$ cat config.mk
export PLATFORM = sky130hd
export DESIGN_NAME = rx_ts_receiver_flat
export DESIGN_NICKNAME = d
export VERILOG_FILES = /design/src/rtl/ltssm_pkg.sv /design/src/rtl/rx_ts_if.sv /design/src/rtl/rx_ts_receiver.sv /design/src/flat_wrapper.sv
export SDC_FILE = /design/constraint.sdc
export NUM_CORES = 1
export LEC_CHECK = 0
export BUFFER_PORTS_ARGS = -buffer_cell sky130_fd_sc_hd__buf_2
export CAP_MARGIN = 40
export CORE_ASPECT_RATIO = 0.8
export CORE_MARGIN = 1.5
export CORE_UTILIZATION = 30
export CTS_BUF_LIST = sky130_fd_sc_hd__clkbuf_16
export CTS_CLUSTER_DIAMETER = 100
export DETAILED_ROUTE_END_ITERATION = 16
export PLACE_DENSITY_LB_ADDON = 0.08
export SLEW_MARGIN = 15
export SYNTH_ARGS = -nofsm -noshare
export SYNTH_HDL_FRONTEND = slang
export SYNTH_SLANG_ARGS = --single-unit
$ cat constraint.sdc
create_clock -name clk_i -period 3.6 [get_ports clk_i]
set_input_delay 0.36 -clock clk_i [delete_from_list [all_inputs] [get_ports clk_i]]
set_output_delay 0.36 -clock clk_i [all_outputs]
set_load 0.01 [all_outputs]
$ cat src/rtl/ltssm_pkg.sv
// ltssm_pkg: shared training-sequence constants, receiver states and the TS field record
package ltssm_pkg;
    localparam logic [7:0] SYM_COM = 8'hBC;
    localparam logic [7:0] SYM_PAD = 8'hF7;
    localparam logic [7:0] TS1_ID  = 8'h4A;
    localparam logic [7:0] TS2_ID  = 8'h45;
    localparam int         TS_LEN  = 16;

    typedef enum logic [1:0] {RX_HUNT, RX_HDR, RX_ID} ts_rx_st_e;
    typedef enum logic {TS1, TS2} ts_type_e;

    typedef struct packed {
        ts_type_e   ts_type;
        logic [7:0] link_num;
        logic       link_pad;
        logic [7:0] lane_num;
        logic       lane_pad;
        logic [7:0] n_fts;
        logic [7:0] rate_id;
        logic [7:0] train_ctrl;
    } ts_fields_t;
endpackage

$ cat src/rtl/rx_ts_if.sv
// rx_ts_if: decoded lane symbol stream in, parsed training-set report out
interface rx_ts_if;
    logic       sym_valid_i;
    logic [7:0] sym_data_i;
    logic       sym_is_k_i;
    logic       sym_err_i;
    logic       cnt_clear_i;
    logic       ts_valid_o;
    logic       ts_type_o;
    logic [7:0] link_num_o;
    logic       link_pad_o;
    logic [7:0] lane_num_o;
    logic       lane_pad_o;
    logic [7:0] n_fts_o;
    logic [7:0] rate_id_o;
    logic [7:0] train_ctrl_o;
    logic       malformed_o;
    logic [3:0] consec_cnt_o;
    logic       consec_met_o;

    modport master (
        output sym_valid_i, sym_data_i, sym_is_k_i, sym_err_i, cnt_clear_i,
        input  ts_valid_o, ts_type_o, link_num_o, link_pad_o, lane_num_o, lane_pad_o,
               n_fts_o, rate_id_o, train_ctrl_o, malformed_o, consec_cnt_o, consec_met_o
    );
    modport slave (
        input  sym_valid_i, sym_data_i, sym_is_k_i, sym_err_i, cnt_clear_i,
        output ts_valid_o, ts_type_o, link_num_o, link_pad_o, lane_num_o, lane_pad_o,
               n_fts_o, rate_id_o, train_ctrl_o, malformed_o, consec_cnt_o, consec_met_o
    );
endinterface

$ cat src/rtl/rx_ts_receiver.sv
// rx_ts_receiver: frames TS1/TS2 ordered sets from lane symbols and counts consecutive identical sets
module rx_ts_receiver
    import ltssm_pkg::*;
#(
    parameter int CONSEC_TARGET = 8
) (
    input logic    clk_i,
    input logic    rst_i,
    rx_ts_if.slave bus
);
    localparam logic [3:0] LAST_IDX = 4'(TS_LEN - 1);

    ts_rx_st_e  st, st_n;
    logic [3:0] idx, idx_n;
    ts_fields_t cur, cur_n, prev;
    logic [3:0] cnt;
    logic       ts_valid, malformed, fail, done;
    logic       is_k, is_com, is_pad;
    logic [7:0] dat, id_byte;

    assign dat     = bus.sym_data_i;
    assign is_k    = bus.sym_is_k_i;
    assign is_com  = is_k && dat == SYM_COM && !bus.sym_err_i;
    assign is_pad  = is_k && dat == SYM_PAD;
    assign id_byte = cur.ts_type == TS2 ? TS2_ID : TS1_ID;
    assign done    = bus.sym_valid_i && st == RX_ID && idx == LAST_IDX && !fail;

    always_ff @(posedge clk_i) begin
        if (rst_i) st <= RX_HUNT;
        else st <= st_n;
    end

    always_comb begin
        st_n  = st;
        idx_n = idx;
        cur_n = cur;
        fail  = 1'b0;
        if (bus.sym_valid_i && st == RX_HUNT) begin
            st_n  = is_com ? RX_HDR : RX_HUNT;
            idx_n = 4'd1;
        end else if (bus.sym_valid_i) begin
            idx_n = idx + 4'd1;
            case (idx)
                4'd1: begin
                    cur_n.link_num = dat;
                    cur_n.link_pad = is_pad;
                    fail = is_k && !is_pad;
                end
                4'd2: begin
                    cur_n.lane_num = dat;
                    cur_n.lane_pad = is_pad;
                    fail = is_k && !is_pad;
                end
                4'd3: begin
                    cur_n.n_fts = dat;
                    fail = is_k;
                end
                4'd4: begin
                    cur_n.rate_id = dat;
                    fail = is_k;
                end
                4'd5: begin
                    cur_n.train_ctrl = dat;
                    fail = is_k;
                end
                4'd6: begin
                    cur_n.ts_type = dat == TS2_ID ? TS2 : TS1;
                    fail = is_k || (dat != TS1_ID && dat != TS2_ID);
                end
                default: fail = is_k || dat != id_byte;
            endcase
            fail = fail || bus.sym_err_i;
            st_n = idx == 4'd5 ? RX_ID : idx == LAST_IDX ? RX_HUNT : st;
            // A COM that breaks a set immediately starts the next one
            if (fail) begin
                st_n  = is_com ? RX_HDR : RX_HUNT;
                idx_n = 4'd1;
            end
        end
    end

    // prev doubles as the held field outputs: both change only on completion
    always_ff @(posedge clk_i) begin
        if (rst_i) begin
            idx       <= 4'd0;
            cur       <= '0;
            prev      <= '0;
            cnt       <= 4'd0;
            ts_valid  <= 1'b0;
            malformed <= 1'b0;
        end else begin
            idx       <= idx_n;
            cur       <= cur_n;
            ts_valid  <= done;
            malformed <= fail;
            if (done) begin
                prev <= cur_n;
                cnt  <= (bus.cnt_clear_i || cnt == 4'd0 || cur_n != prev) ? 4'd1 : cnt + {3'd0, cnt != 4'd15};
            end else if (fail || bus.cnt_clear_i) begin
                cnt <= 4'd0;
            end
        end
    end

    assign bus.ts_valid_o   = ts_valid;
    assign bus.malformed_o  = malformed;
    assign bus.ts_type_o    = prev.ts_type;
    assign bus.link_num_o   = prev.link_num;
    assign bus.link_pad_o   = prev.link_pad;
    assign bus.lane_num_o   = prev.lane_num;
    assign bus.lane_pad_o   = prev.lane_pad;
    assign bus.n_fts_o      = prev.n_fts;
    assign bus.rate_id_o    = prev.rate_id;
    assign bus.train_ctrl_o = prev.train_ctrl;
    assign bus.consec_cnt_o = cnt;
    assign bus.consec_met_o = cnt >= 4'(CONSEC_TARGET);
endmodule

$ cat src/flat_wrapper.sv
// flat-port wrapper written by rule: the top's interface ports become plain ports
module rx_ts_receiver_flat import ltssm_pkg::*;
#(
    parameter int CONSEC_TARGET = 8
)
  (clk_i, rst_i, bus_sym_valid_i, bus_sym_data_i, bus_sym_is_k_i, bus_sym_err_i, bus_cnt_clear_i, bus_ts_valid_o, bus_ts_type_o, bus_link_num_o, bus_link_pad_o, bus_lane_num_o, bus_lane_pad_o, bus_n_fts_o, bus_rate_id_o, bus_train_ctrl_o, bus_malformed_o, bus_consec_cnt_o, bus_consec_met_o);
  rx_ts_if bus_i ();
  input logic clk_i;
  input logic rst_i;
  input wire logic [$bits(bus_i.sym_valid_i)-1:0] bus_sym_valid_i;
  input wire logic [$bits(bus_i.sym_data_i)-1:0] bus_sym_data_i;
  input wire logic [$bits(bus_i.sym_is_k_i)-1:0] bus_sym_is_k_i;
  input wire logic [$bits(bus_i.sym_err_i)-1:0] bus_sym_err_i;
  input wire logic [$bits(bus_i.cnt_clear_i)-1:0] bus_cnt_clear_i;
  output wire logic [$bits(bus_i.ts_valid_o)-1:0] bus_ts_valid_o;
  output wire logic [$bits(bus_i.ts_type_o)-1:0] bus_ts_type_o;
  output wire logic [$bits(bus_i.link_num_o)-1:0] bus_link_num_o;
  output wire logic [$bits(bus_i.link_pad_o)-1:0] bus_link_pad_o;
  output wire logic [$bits(bus_i.lane_num_o)-1:0] bus_lane_num_o;
  output wire logic [$bits(bus_i.lane_pad_o)-1:0] bus_lane_pad_o;
  output wire logic [$bits(bus_i.n_fts_o)-1:0] bus_n_fts_o;
  output wire logic [$bits(bus_i.rate_id_o)-1:0] bus_rate_id_o;
  output wire logic [$bits(bus_i.train_ctrl_o)-1:0] bus_train_ctrl_o;
  output wire logic [$bits(bus_i.malformed_o)-1:0] bus_malformed_o;
  output wire logic [$bits(bus_i.consec_cnt_o)-1:0] bus_consec_cnt_o;
  output wire logic [$bits(bus_i.consec_met_o)-1:0] bus_consec_met_o;
  assign bus_i.sym_valid_i = bus_sym_valid_i;
  assign bus_i.sym_data_i = bus_sym_data_i;
  assign bus_i.sym_is_k_i = bus_sym_is_k_i;
  assign bus_i.sym_err_i = bus_sym_err_i;
  assign bus_i.cnt_clear_i = bus_cnt_clear_i;
  assign bus_ts_valid_o = bus_i.ts_valid_o;
  assign bus_ts_type_o = bus_i.ts_type_o;
  assign bus_link_num_o = bus_i.link_num_o;
  assign bus_link_pad_o = bus_i.link_pad_o;
  assign bus_lane_num_o = bus_i.lane_num_o;
  assign bus_lane_pad_o = bus_i.lane_pad_o;
  assign bus_n_fts_o = bus_i.n_fts_o;
  assign bus_rate_id_o = bus_i.rate_id_o;
  assign bus_train_ctrl_o = bus_i.train_ctrl_o;
  assign bus_malformed_o = bus_i.malformed_o;
  assign bus_consec_cnt_o = bus_i.consec_cnt_o;
  assign bus_consec_met_o = bus_i.consec_met_o;
  rx_ts_receiver #(.CONSEC_TARGET(CONSEC_TARGET)) u_core (.clk_i(clk_i), .rst_i(rst_i), .bus(bus_i));
endmodule
# After elaboration in Yosys (flattened, before gate mapping)
# Cells that the tools add are included.
# op_classes
n_eq_ne	16
n_reduce_logical	27
n_shift	0
magnitude_cmp	1
mux	27
multipliers	0
n_addsub	2
n_bitwise	0
div	0
# ops
cell	count
two-way mux 43 bit	2
inequality test 43 bit	1
two-way mux 8 bit	3
two-way mux 4 bit	5
two-way mux 9 bit	2
equality test 8 bit (second input constant)	2
inequality test 8 x 7 -> 1 bit (second input constant)	2
equality test 4 x 3 -> 1 bit (second input constant)	3
two-way mux 2 bit	5
logical AND 1 bit	9
two-way mux 1 bit	9
equality test 4 x 2 -> 1 bit (second input constant)	2
equality test 8 x 7 -> 1 bit (second input constant)	1
inequality test 8 bit	1
logical OR 1 bit	6
adder 4 x 1 -> 4 bit	1
adder 4 x 1 -> 4 bit (second input constant)	1
equality test 4 x 1 -> 1 bit (second input constant)	1
equality test 4 bit (second input constant)	1
greater-or-equal comparator 4 bit (second input constant)	1
logical NOT 4 bit	1
inequality test 4 bit (second input constant)	1
nonzero test 2 bit	2
nonzero test 4 bit	1
other kinds (7)	10
# word_totals
n_memories	0
inputBits	14
ram_bits	0
latch_bits	0
mem_bits_ro	0
reg_bits	98

# Longest topological paths before layout
# Gate-level depths: netlist of the first run.
# depth
depth_word	13
mapped_depth	12

# Worst setup path before layout of the first run
# OpenSTA, ideal clock, no wires.
# synth_timing
kind	reg2reg
startpoint	reg u_core.idx[0]
endpoint	reg u_core.cnt[0], in the netlist u_core.bus.consec_cnt_o[0]
t_arrival_ns	2.555
path_buffers	2
path_stages_with_launch	12
setup_slack_ns	0.928
cell_sequence	dfxtp_1 ha_1 nor2b_1 and3_4 buf_6 buf_2 o2111ai_1 a2111oi_2 nand4_1 nor4_4 nand3b_1 a22o_1
# synth_between
elab_chain_len	11
# synth_lines
element	line	rtl
from (decl)	rx_ts_receiver.sv:14	logic [3:0] idx, idx_n;
from (signal assigned)	rx_ts_receiver.sv:92	idx <= idx_n;
equality test 4 x 2 -> 1 bit (tied with other cells)	rx_ts_receiver.sv:43	case (idx)
OR reduction 3 bit (no line) / OR reduction 2 bit (equally long branches)	--	
one-hot mux 1 bit (3 select lines)	rx_ts_receiver.sv:43	
two-way mux 1 bit	rx_ts_receiver.sv:41	end else if (bus.sym_valid_i) begin
two-way mux 1 bit	rx_ts_receiver.sv:38	if (bus.sym_valid_i && st == RX_HUNT) begin
logical OR 1 bit	rx_ts_receiver.sv:72	fail = fail || bus.sym_err_i;
two-way mux 1 bit	rx_ts_receiver.sv:41	
two-way mux 1 bit	rx_ts_receiver.sv:38	
logical NOT 1 bit	rx_ts_receiver.sv:26	assign done = bus.sym_valid_i && st == RX_ID && idx == LAST_IDX && !fail;
logical AND 1 bit	rx_ts_receiver.sv:26	
two-way mux 4 bit / nonzero test 2 bit (equally long branches)	--	
to (signal assigned)	rx_ts_receiver.sv:98	cnt <= (bus.cnt_clear_i || cnt == 4'd0 || cur_n != prev) ? 4'd1 : cnt + {3'd0, cnt != 4'd15};
to (decl)	rx_ts_receiver.sv:16	logic [3:0] cnt;
# Parallel ways exist; a longest one is shown, timed or not. The select of a mux whose other input is x is not followed.
# A chain may end at the register's enable or synchronous reset.

# Worst setup path after layout of the first run
# layout_timing
startpoint	reg u_core.idx[2]
endpoint	reg u_core.cnt[0], in the netlist u_core.bus.consec_cnt_o[0]
# The elaborated chain is that of the path after synthesis.

==> impl_metrics.yaml, run 1 <==
outcome:
  status: "finished, final reports clean"
setup_path:
  r2r_cells: 9
  worstPathArrival_ns: 3.55
  rr_startpoint: "u_core.idx[2]"
  crit_fanout: 13
  criticalPathCategory: "reg2reg"
  rr_endpoint: "u_core.bus.consec_cnt_o[0]"
  cpPeakStageDelay_ns: 0.61
  ff2ff_setup_slack_ns: 0.30
  crit_chain: "o211ai_2 > nor2_1 > buf_4 > mux2i_1 > a221oi_1 > o2111ai_1 > nor3_2 > nand3b_1 > a22o_1"
  end_kind: "flop"
  cp_slowest_cell: "dfxtp_1"
  required_ns: 3.85
  start_kind: "flop"
global_route:
  antenna_found_initial: 0
  grt_pass1_vias: 4469
  met1_usage_pct: 30.2
  grtUsageMet2_pct: 30.7
  grt_overflow: 0
  grt_max_degree: 53
  grt_busiest_layer: "met2"
  grt_use_met3_pct: 4.34
  grt_usage_pct: 20.8
  grt_pass1_wl_microns: 27600
sta:
  drv_slew: 0
  fin_crit_ns: 3.30
  setup_ws_ns: 0.297
  tns_ns: 0
  post-route-period-util_pct: 91.7
  rsz0062_at_grt: "no"
  worstMarginPinSlew_ns: 0.642
  skew_ns: 0.00975
  setup_viol: 0
  slew_headroom_pct: 56.8
  hold_violations: 0
  fmax_mhz: 303
clock_network:
  clk_pin_slew_ns: 0.07
  clock-sinks: 98
  cts-root-buf: "clkbuf_16"
  htreeDepth: 3
  cts_buffers: 9
  post_cts_buffers: 0
  tritoncts: "done"
  cts_max_path_buffers: 2
  clk_latency_ns: 0.35
pwr:
  p_leak_nw: 2.27
  p_comb_share_pct: 4.8
  switching_share_pct: 23.5
  peakVddDrop_mv: 0.183
  p_clk_share_pct: 46.9
  p_seq_share_pct: 48.3
  intPower_mw: 1.72
  p_sw_uw: 527
  p_per_area_nw_per_um2: 375
  total_power_mw: 2.25
floorplan:
  row_count: 42
  initial_core_util_pct: 30.9
  die_w_microns: 150
  ios: 64
  die_h_microns: 120
  dieArea_sq_um: 18000
  core_area_sq_um: 16700
yosys:
  synth_nets: 633
  synth_area_leaders: "dfxtp_1 38%, nor2_1 7.9%, mux2i_1 6.8%, a211oi_1 6.3%, nor2b_1 2.7%"
  yosys-top-cells-count: "108 x nor2_1, 98 x dfxtp_1, 43 x a211oi_1, 35 x mux2i_1, 23 x inv_1"
  ys_types: 65
  synth_edf_count: 0
  yosysSeqAreaShare_pct: 38.1
  ys.flop_type: "dfxtp_1"
  yosysMostFrequentCell: "nor2_1"
  synth_cells: 613
  synth_warnings: 0
  synth-async-reset-ratio_pct: 0
  syn_area_per_cell_sq_um: 8.40
  yosysTopAreaCellShare_pct: 38.1
  syn_area_sq_um: 5150
  ys_seq_elements: 98
  yosys.area.top_type: "dfxtp_1"
place:
  dp.cells: 869
  place_congestion: 0.842
  dp_hpwl_microns: 13200
  place_area_sq_um: 5670
  pre_cts_slack_ns: 0.287
  port_buffers: 63
worst_hold_path:
  worstHoldPathCells: 3
  worstHoldPathType: "in2reg"
  whs_endpoint: "u_core.idx[1]"
  hp-start: "bus_sym_valid_i"
detailed_routing:
  wirelength_microns: 18000
  wl_per_cell_microns: 20.4
  dr_total_vias: 4698
  via_per_inst: 5.31
  drc: 0
  drtPass1Iterations: 5
  postRouteAntennaNets: 0
  drt_iter0_drc: 364
final_layout:
  syn_to_final_growth_pct: 16.3
  antenna_cells: 0
  final_layout_size_suffix_gt1_share_pct: 16.5
  fin_nets: 680
  stdcell_area_sq_um: 5990
  stdcell_count: 885
job:
  drv_cap: 0
## sequential cells by signal, summed over array words and instances (netlist names)
| register | count |
|---|---|
| u_core.bus.malformed_o | 1 |
| u_core.bus.train_ctrl_o | 8 |
| u_core.bus.lane_num_o | 8 |
| u_core.bus.link_pad_o | 1 |
| u_core.bus.lane_pad_o | 1 |
| u_core.bus.ts_valid_o | 1 |
| u_core.st | 2 |
| u_core.idx | 4 |
| u_core.cur | 43 |
| u_core.bus.ts_type_o | 1 |
| u_core.bus.link_num_o | 8 |
| u_core.bus.n_fts_o | 8 |
| u_core.bus.consec_cnt_o | 4 |
| u_core.bus.rate_id_o | 8 |
## power by group through the flow
| stage | sequential [mW] | clock, mW | combinational (mW) |
|---|---|---|---|
| 6_report | 1.09 | 1.05 | 0.108 |
| 3_5_place_dp | 1.11 | 0 | 0.106 |
| 5_1_grt | 1.08 | 1.12 | 0.115 |
| 4_1_cts | 1.08 | 1.08 | 0.107 |
| 3_3_place_gp | 1.11 | 0 | 0.107 |
| 2_1_floorplan | 1.11 | 0 | 0.0586 |
## placed cells by master, fill, tap and decap left out, types with 16 or more instances in the layout
master    Yosys  layout
nor2_1      108     108
dfxtp_1      98      98
buf_2        19      63
a211oi_1     43      43
mux2i_1      35      35
inv_1        23      23
a21oi_1      22      22
nor2b_1      22      21
nand2_1      19      19
o21ai_0      19      19
buf_4         3      17
nand4_1      16      16
## repair_timing
action	4_1_cts	5_1_grt
setup endpoints to repair	0	2
gates resized for setup	0	1
hold buffers	0	0
## stage by stage
stage | utilization (%) | hold slack (ns)
2_1_floorplan | - | 0.480
3_3_place_gp | 34.0 | 0.504
3_5_place_dp | 34.0 | 0.515
4_1_cts | 35.9 | 0.420
5_1_grt | 36.0 | 0.438
6_report | 36.0 | 0.428
## area by class of cell
| cell class | count | area, sq um |
|---|---|---|
| clock buffers | 9 | 225 |
| fillers | 1767 | 10700 |
| repair buffers | 81 | 463 |
| flip-flops and latches | 98 | 1960 |
| multi-input cells | 447 | 2890 |
| well taps | 220 | 275 |
| inverters | 23 | 86.3 |
| clock inverters | 7 | 91.3 |
## worst max-delay path by stage
stage	start	end	depth (start not counted)
floorplan	u_core.idx[0]	u_core.bus.consec_cnt_o[0]	11
global placement	u_core.idx[0]	u_core.bus.consec_cnt_o[0]	9
detailed placement	u_core.idx[0]	u_core.bus.consec_cnt_o[0]	9
CTS	u_core.idx[0]	u_core.bus.consec_cnt_o[0]	9
global route	u_core.idx[2]	u_core.bus.consec_cnt_o[0]	8
finish	u_core.idx[2]	u_core.bus.consec_cnt_o[0]	9
## per-layer routing
| layer | part of all wire (%) | wire (microns) |
|---|---|---|
| met2 | 43 | 7740 |
| met5 | 0 | 0 |
| met1 | 49 | 8910 |
| met4 | 1.6 | 296 |
| met3 | 5.9 | 1070 |
## worst max-delay path, delay by kind of cell, from the launching register on
kind / cells / cell delay (ns)
compound gates: 4 / 1.22
simple gates: 3 / 0.95
flops: 1 / 0.61
buf+inv: 1 / 0.29
mux: 1 / 0.13
## cell families (layout without fill, tap and decap cells)
group	Yosys count	in the layout	synth area share [%]
DFF	98	98	38.1
buffers and inverters	68	120	5.93
adders and majority gates	6	6	1.46
AOI/OAI and AO/OA	141	141	19.6
muxes	38	38	7.46
and+or+nand+nor	238	238	23.4
xor gates and xnor gates	24	24	4.08
(Power assumes the default switching activity.)
==> run 2: changes to the inputs <==
==> constraint.sdc (replaced) <==
create_clock -name clk_i -period 3.96 [get_ports clk_i]
set_input_delay 0.396 -clock clk_i [delete_from_list [all_inputs] [get_ports clk_i]]
set_output_delay 0.396 -clock clk_i [all_outputs]
set_load 0.01 [all_outputs]
==> impl_metrics.yaml, run 2 (synthesis results as in run 1) <==
global_route:
  grt_max_degree: 71
  antenna_found_initial: 1
  grt_pass1_vias: 4396
  grt_usage_pct: 20.1
  grt_pass1_wl_microns: 26700
  grt_overflow: 0
final_layout:
  syn_to_final_growth_pct: 14.5
  final_layout_size_suffix_gt1_share_pct: 15.1
  antenna_cells: 0
  fin_nets: 671
  final_common_cell: "nor2_1"
  largest_register_ff_count: 43
  stdcell_area_sq_um: 5900
  mostFrequentLayoutCells: "108 x nor2_1, 98 x dfxtp_1, 63 x buf_2"
  largest_register: "u_core.cur"
pwr:
  p_clk_share_pct: 45.4
  intPower_mw: 1.50
  p_seq_share_pct: 50.0
  p_leak_nw: 2.22
  p_comb_share_pct: 4.6
  p_sw_uw: 479
  total_power_mw: 1.97
  peakVddDrop_mv: 0.186
  switching_share_pct: 24.3
  p_per_area_nw_per_um2: 335
sta:
  post-route-period-util_pct: 89.5
  drv_slew: 0
  fmax_mhz: 282
  slew_headroom_pct: 47.8
  setup_viol: 0
  hold_violations: 0
  setup_ws_ns: 0.418
  fin_crit_ns: 3.54
  skew_ns: 0.00629
  rsz0062_at_grt: "no"
  tns_ns: 0
  worstMarginPinSlew_ns: 0.777
floorplan:
  ios: 64
  core_area_sq_um: 16700
  die_w_microns: 150
  die_h_microns: 120
  initial_core_util_pct: 30.9
  row_count: 42
  dieArea_sq_um: 18000
clock_network:
  cts_resized: 0
  clk_pin_slew_ns: 0.07
  clk_latency_ns: 0.36
  tritoncts: "done"
  cts_buffers: 9
  post_cts_buffers: 0
  clock-sinks: 98
  htreeDepth: 3
  ctsHoldBuffers: 0
  cts_max_path_buffers: 2
  cts-root-buf: "clkbuf_16"
setup_path:
  worstPathArrival_ns: 3.80
  criticalPathCategory: "reg2reg"
  crit_fanout: 18
  start_kind: "flop"
  end_kind: "flop"
  required_ns: 4.21
place:
  port_buffers: 63
  dp_hpwl_microns: 12700
  pre_cts_slack_ns: 0.427
  place_congestion: 0.889
  place_area_sq_um: 5600
detailed_routing:
  drc: 0
  wl_per_cell_microns: 20.0
  wirelength_microns: 17500
  drtPass1Iterations: 6
  drt_iter0_drc: 385
  dr_total_vias: 4642
  via_per_inst: 5.30
  postRouteAntennaNets: 0
outcome:
  status: "finished, final reports clean"
job:
  drv_cap: 0
worst_hold_path:
  worstHoldPathType: "in2reg"
## run 2: final timing paths
| check | start | end | slack (ns) | depth (start not counted) |
|---|---|---|---|---|
| setup / recovery | u_core.idx[0] | u_core.bus.consec_cnt_o[0] | 0.42 | 9 |
| hold / removal | bus_cnt_clear_i | u_core.bus.consec_cnt_o[1] | 0.41 | 4 |
| setup reg to reg | u_core.idx[0] | u_core.bus.consec_cnt_o[0] | 0.42 | 9 |
| hold reg to reg | u_core.bus.consec_cnt_o[1] | u_core.bus.consec_cnt_o[1] | 0.52 | 2 |
## run 2: area by class of cell
class / count / area (sq um)
Clock inverter: 7 / 71.3
Multi-Input combinational cell: 447 / 2890
Sequential cell: 98 / 1960
Fill cell: 1721 / 10800
Tap cell: 220 / 275
Timing Repair Buffer: 72 / 395
Inverter: 23 / 86.3
Clock buffer: 9 / 225
## run 2: power groups by stage
| stage | clock [mW] | sequential [mW] | combinational, mW |
|---|---|---|---|
| floorplan | 0 | 1.01 | 0.0533 |
| global placement | 0 | 1.01 | 0.0895 |
| detailed placement | 0 | 1.01 | 0.0900 |
| CTS | 0.924 | 0.986 | 0.0904 |
| global route | 0.960 | 0.986 | 0.0978 |
| finish | 0.896 | 0.987 | 0.0911 |
## run 2: worst max-delay path: stages, from the launching register on
cell and delay (ns):
dfxtp_1 0.43, ha_1 0.30, nor2b_1 0.45, and3_4 0.45
mux2i_1 0.17, a2111oi_0 0.62, nand4_1 0.25, nor4_4 0.44
nand3b_1 0.12, a22o_1 0.20
## run 2: layer usage
metal  vias up  wire, microns  global-route usage, %
li1       2277              -                      -
met3        19           1050                   4.75
met5         -              0                      0
met1      2206           8660                   28.7
met4         0            314                   6.13
met2       140           7490                   29.8
## run 2: metrics by stage
stage | instances | utilization, % | hold slack (ns)
after floorplan | 613 | - | 0.480
after detailed placement | 860 | 33.6 | 0.513
after global routing | 876 | 35.4 | 0.444
after CTS | 876 | 35.4 | 0.413
final | 876 | 35.4 | 0.409
after global placement | 860 | 33.6 | 0.500
==> run 3: changes to the inputs <==
--- a/config.mk
+++ b/config.mk
@@ -7,6 +7,8 @@
 export LEC_CHECK = 0
 export BUFFER_PORTS_ARGS = -buffer_cell sky130_fd_sc_hd__buf_2
 export CAP_MARGIN = 40
+export CELL_PAD_IN_SITES_DETAIL_PLACEMENT = 0
+export CELL_PAD_IN_SITES_GLOBAL_PLACEMENT = 1
 export CORE_ASPECT_RATIO = 0.8
 export CORE_MARGIN = 1.5
 export CORE_UTILIZATION = 30
==> impl_metrics.yaml, run 3 (synthesis results as in run 1) <==
outcome:
  status: "finished, final reports clean"
worst_hold_path:
  whs_endpoint: "u_core.cur[2]"
  worstHoldPathType: "in2reg"
  worstHoldPathCells: 2
  hp-start: "rst_i"
sta:
  skew_ns: 0.0102
  setup_ws_ns: 0.441
  post-route-period-util_pct: 88.9
  setup_viol: 0
  fmax_mhz: 284
  fin_hold_ws_ns: 0.423
  drv_slew: 0
  fin_crit_ns: 3.52
  worstMarginPinSlew_ns: 0.886
  rsz0062_at_grt: "no"
  tns_ns: 0
  slew_headroom_pct: 40.4
  hold_violations: 0
final_layout:
  final_common_cell: "nor2_1"
  final_layout_size_suffix_gt1_share_pct: 15.2
  antenna_cells: 0
  layout.area.seq_sq_um: 1960
  largest_register: "u_core.cur"
  fin_nets: 675
  final_util_pct: 35.5
  multiInputGateArea_sq_um: 2890
  fillerInstances: 1754
  mostFrequentLayoutCells: "108 x nor2_1, 98 x dfxtp_1, 62 x buf_2"
  largest_register_ff_count: 43
  stdcell_count: 878
  syn_to_final_growth_pct: 14.9
detailed_routing:
  via_per_inst: 5.33
  dr_total_vias: 4682
  wl_per_cell_microns: 20.3
  wirelength_microns: 17800
  drtPass1Iterations: 5
  postRouteAntennaNets: 0
  drc: 0
  drt_iter0_drc: 336
setup_path:
  rr_endpoint: "u_core.bus.consec_cnt_o[0]"
  crit_fanout: 7
  start_kind: "flop"
  ff2ff_setup_slack_ns: 0.44
  r2r_cells: 10
  worstPathArrival_ns: 3.77
  required_ns: 4.21
  criticalPathCategory: "reg2reg"
  end_kind: "flop"
  rr_startpoint: "u_core.idx[0]"
global_route:
  grt_max_degree: 73
  grt_pass1_wl_microns: 27200
  grt_usage_pct: 20.5
  antenna_found_initial: 0
  grt_pass1_vias: 4373
  grt_overflow: 0
place:
  dp_hpwl_microns: 12900
  port_buffers: 63
  dp.cells: 864
  pre_cts_slack_ns: 0.462
  place_congestion: 0.872
clock_network:
  cts-root-buf: "clkbuf_16"
  tritoncts: "done"
  htreeDepth: 3
  clock-sinks: 98
  cts_resized: 0
  cts_buffers: 9
  ctsHoldBuffers: 0
  clk_latency_ns: 0.36
  post_cts_buffers: 0
  cts_max_path_buffers: 2
  clk_pin_slew_ns: 0.07
floorplan:
  die_h_microns: 120
  die_w_microns: 150
  dieArea_sq_um: 18000
  row_count: 42
  initial_core_util_pct: 30.9
  ios: 64
  core_area_sq_um: 16700
pwr:
  p_sw_uw: 460
  intPower_mw: 1.49
  switching_share_pct: 23.6
  peakVddDrop_mv: 0.177
  p_leak_nw: 2.23
  p_seq_share_pct: 50.7
  p_comb_share_pct: 5.1
  p_per_area_nw_per_um2: 329
  p_clk_share_pct: 44.2
job:
  drv_cap: 0
-- run 3: changes by cell type in the layout (fill, tap and decap cells not counted) --
cell / delta
buf_16: +1
clkinv_4: -2
buf_12: -1
inv_6: -1
buf_4: +5
buf_2: -1
clkinv_1: +2
inv_1: -1
-- run 3: critical path: stages, from the launching register on --
cell and delay (ns):
dfxtp_1 0.41, ha_1 0.26, nor2b_1 0.37, buf_4 0.24, nand3_1 0.15, and3_1 0.21, nor4b_1 0.63, nand4_1 0.37
nor4_4 0.43, nand3b_1 0.13, a22o_1 0.21
-- run 3: metrics by stage --
step           power [mW]  cell area [sq um]
6_report             1.95               5920
2_1_floorplan        1.06               5150
3_3_place_gp         1.10               5610
4_1_cts              1.97               5920
5_1_grt              2.02               5920
3_5_place_dp         1.11               5640
-- run 3: layout make-up --
class / count / area share, %
sequential: 98 / 33.2
multi-input combinational: 447 / 48.8
tap: 220 / 4.65
clock buffer: 9 / 3.81
inverter: 23 / 1.46
clock inverter: 5 / 0.825
timing repair buffer: 76 / 7.36
-- run 3: power groups by stage --
stage	logic [mW]	registers, mW	clock network (mW)
floorplan	0.0533	1.01	0
global placement	0.0942	1.01	0
detailed placement	0.0982	1.01	0
CTS	0.0986	0.986	0.888
global route	0.105	0.986	0.928
finish	0.0985	0.987	0.861
-- run 3: worst max-delay path by stage --
stage | slack, ns | depth (start not counted) | to | startpoint
after global placement | 0.36 | 9 | u_core.bus.consec_cnt_o[0] | bus_sym_valid_i
final | 0.44 | 10 | u_core.bus.consec_cnt_o[0] | u_core.idx[0]
after detailed placement | 0.46 | 10 | u_core.bus.consec_cnt_o[0] | u_core.idx[0]
after floorplan | 1.29 | 11 | u_core.bus.consec_cnt_o[0] | u_core.idx[0]
after global routing | 0.24 | 10 | u_core.bus.consec_cnt_o[2] | u_core.idx[0]
after CTS | 0.45 | 10 | u_core.bus.consec_cnt_o[0] | u_core.idx[0]
-- run 3: metal layers --
layer / vias to the layer above / wire (microns) / global-route usage (%)
met5: - / 0 / 0
met4: 0 / 383 / 6.81
met3: 24 / 1140 / 4.68
met2: 134 / 7540 / 29.7
met1: 2236 / 8790 / 29.8
li1: 2288 / - / -
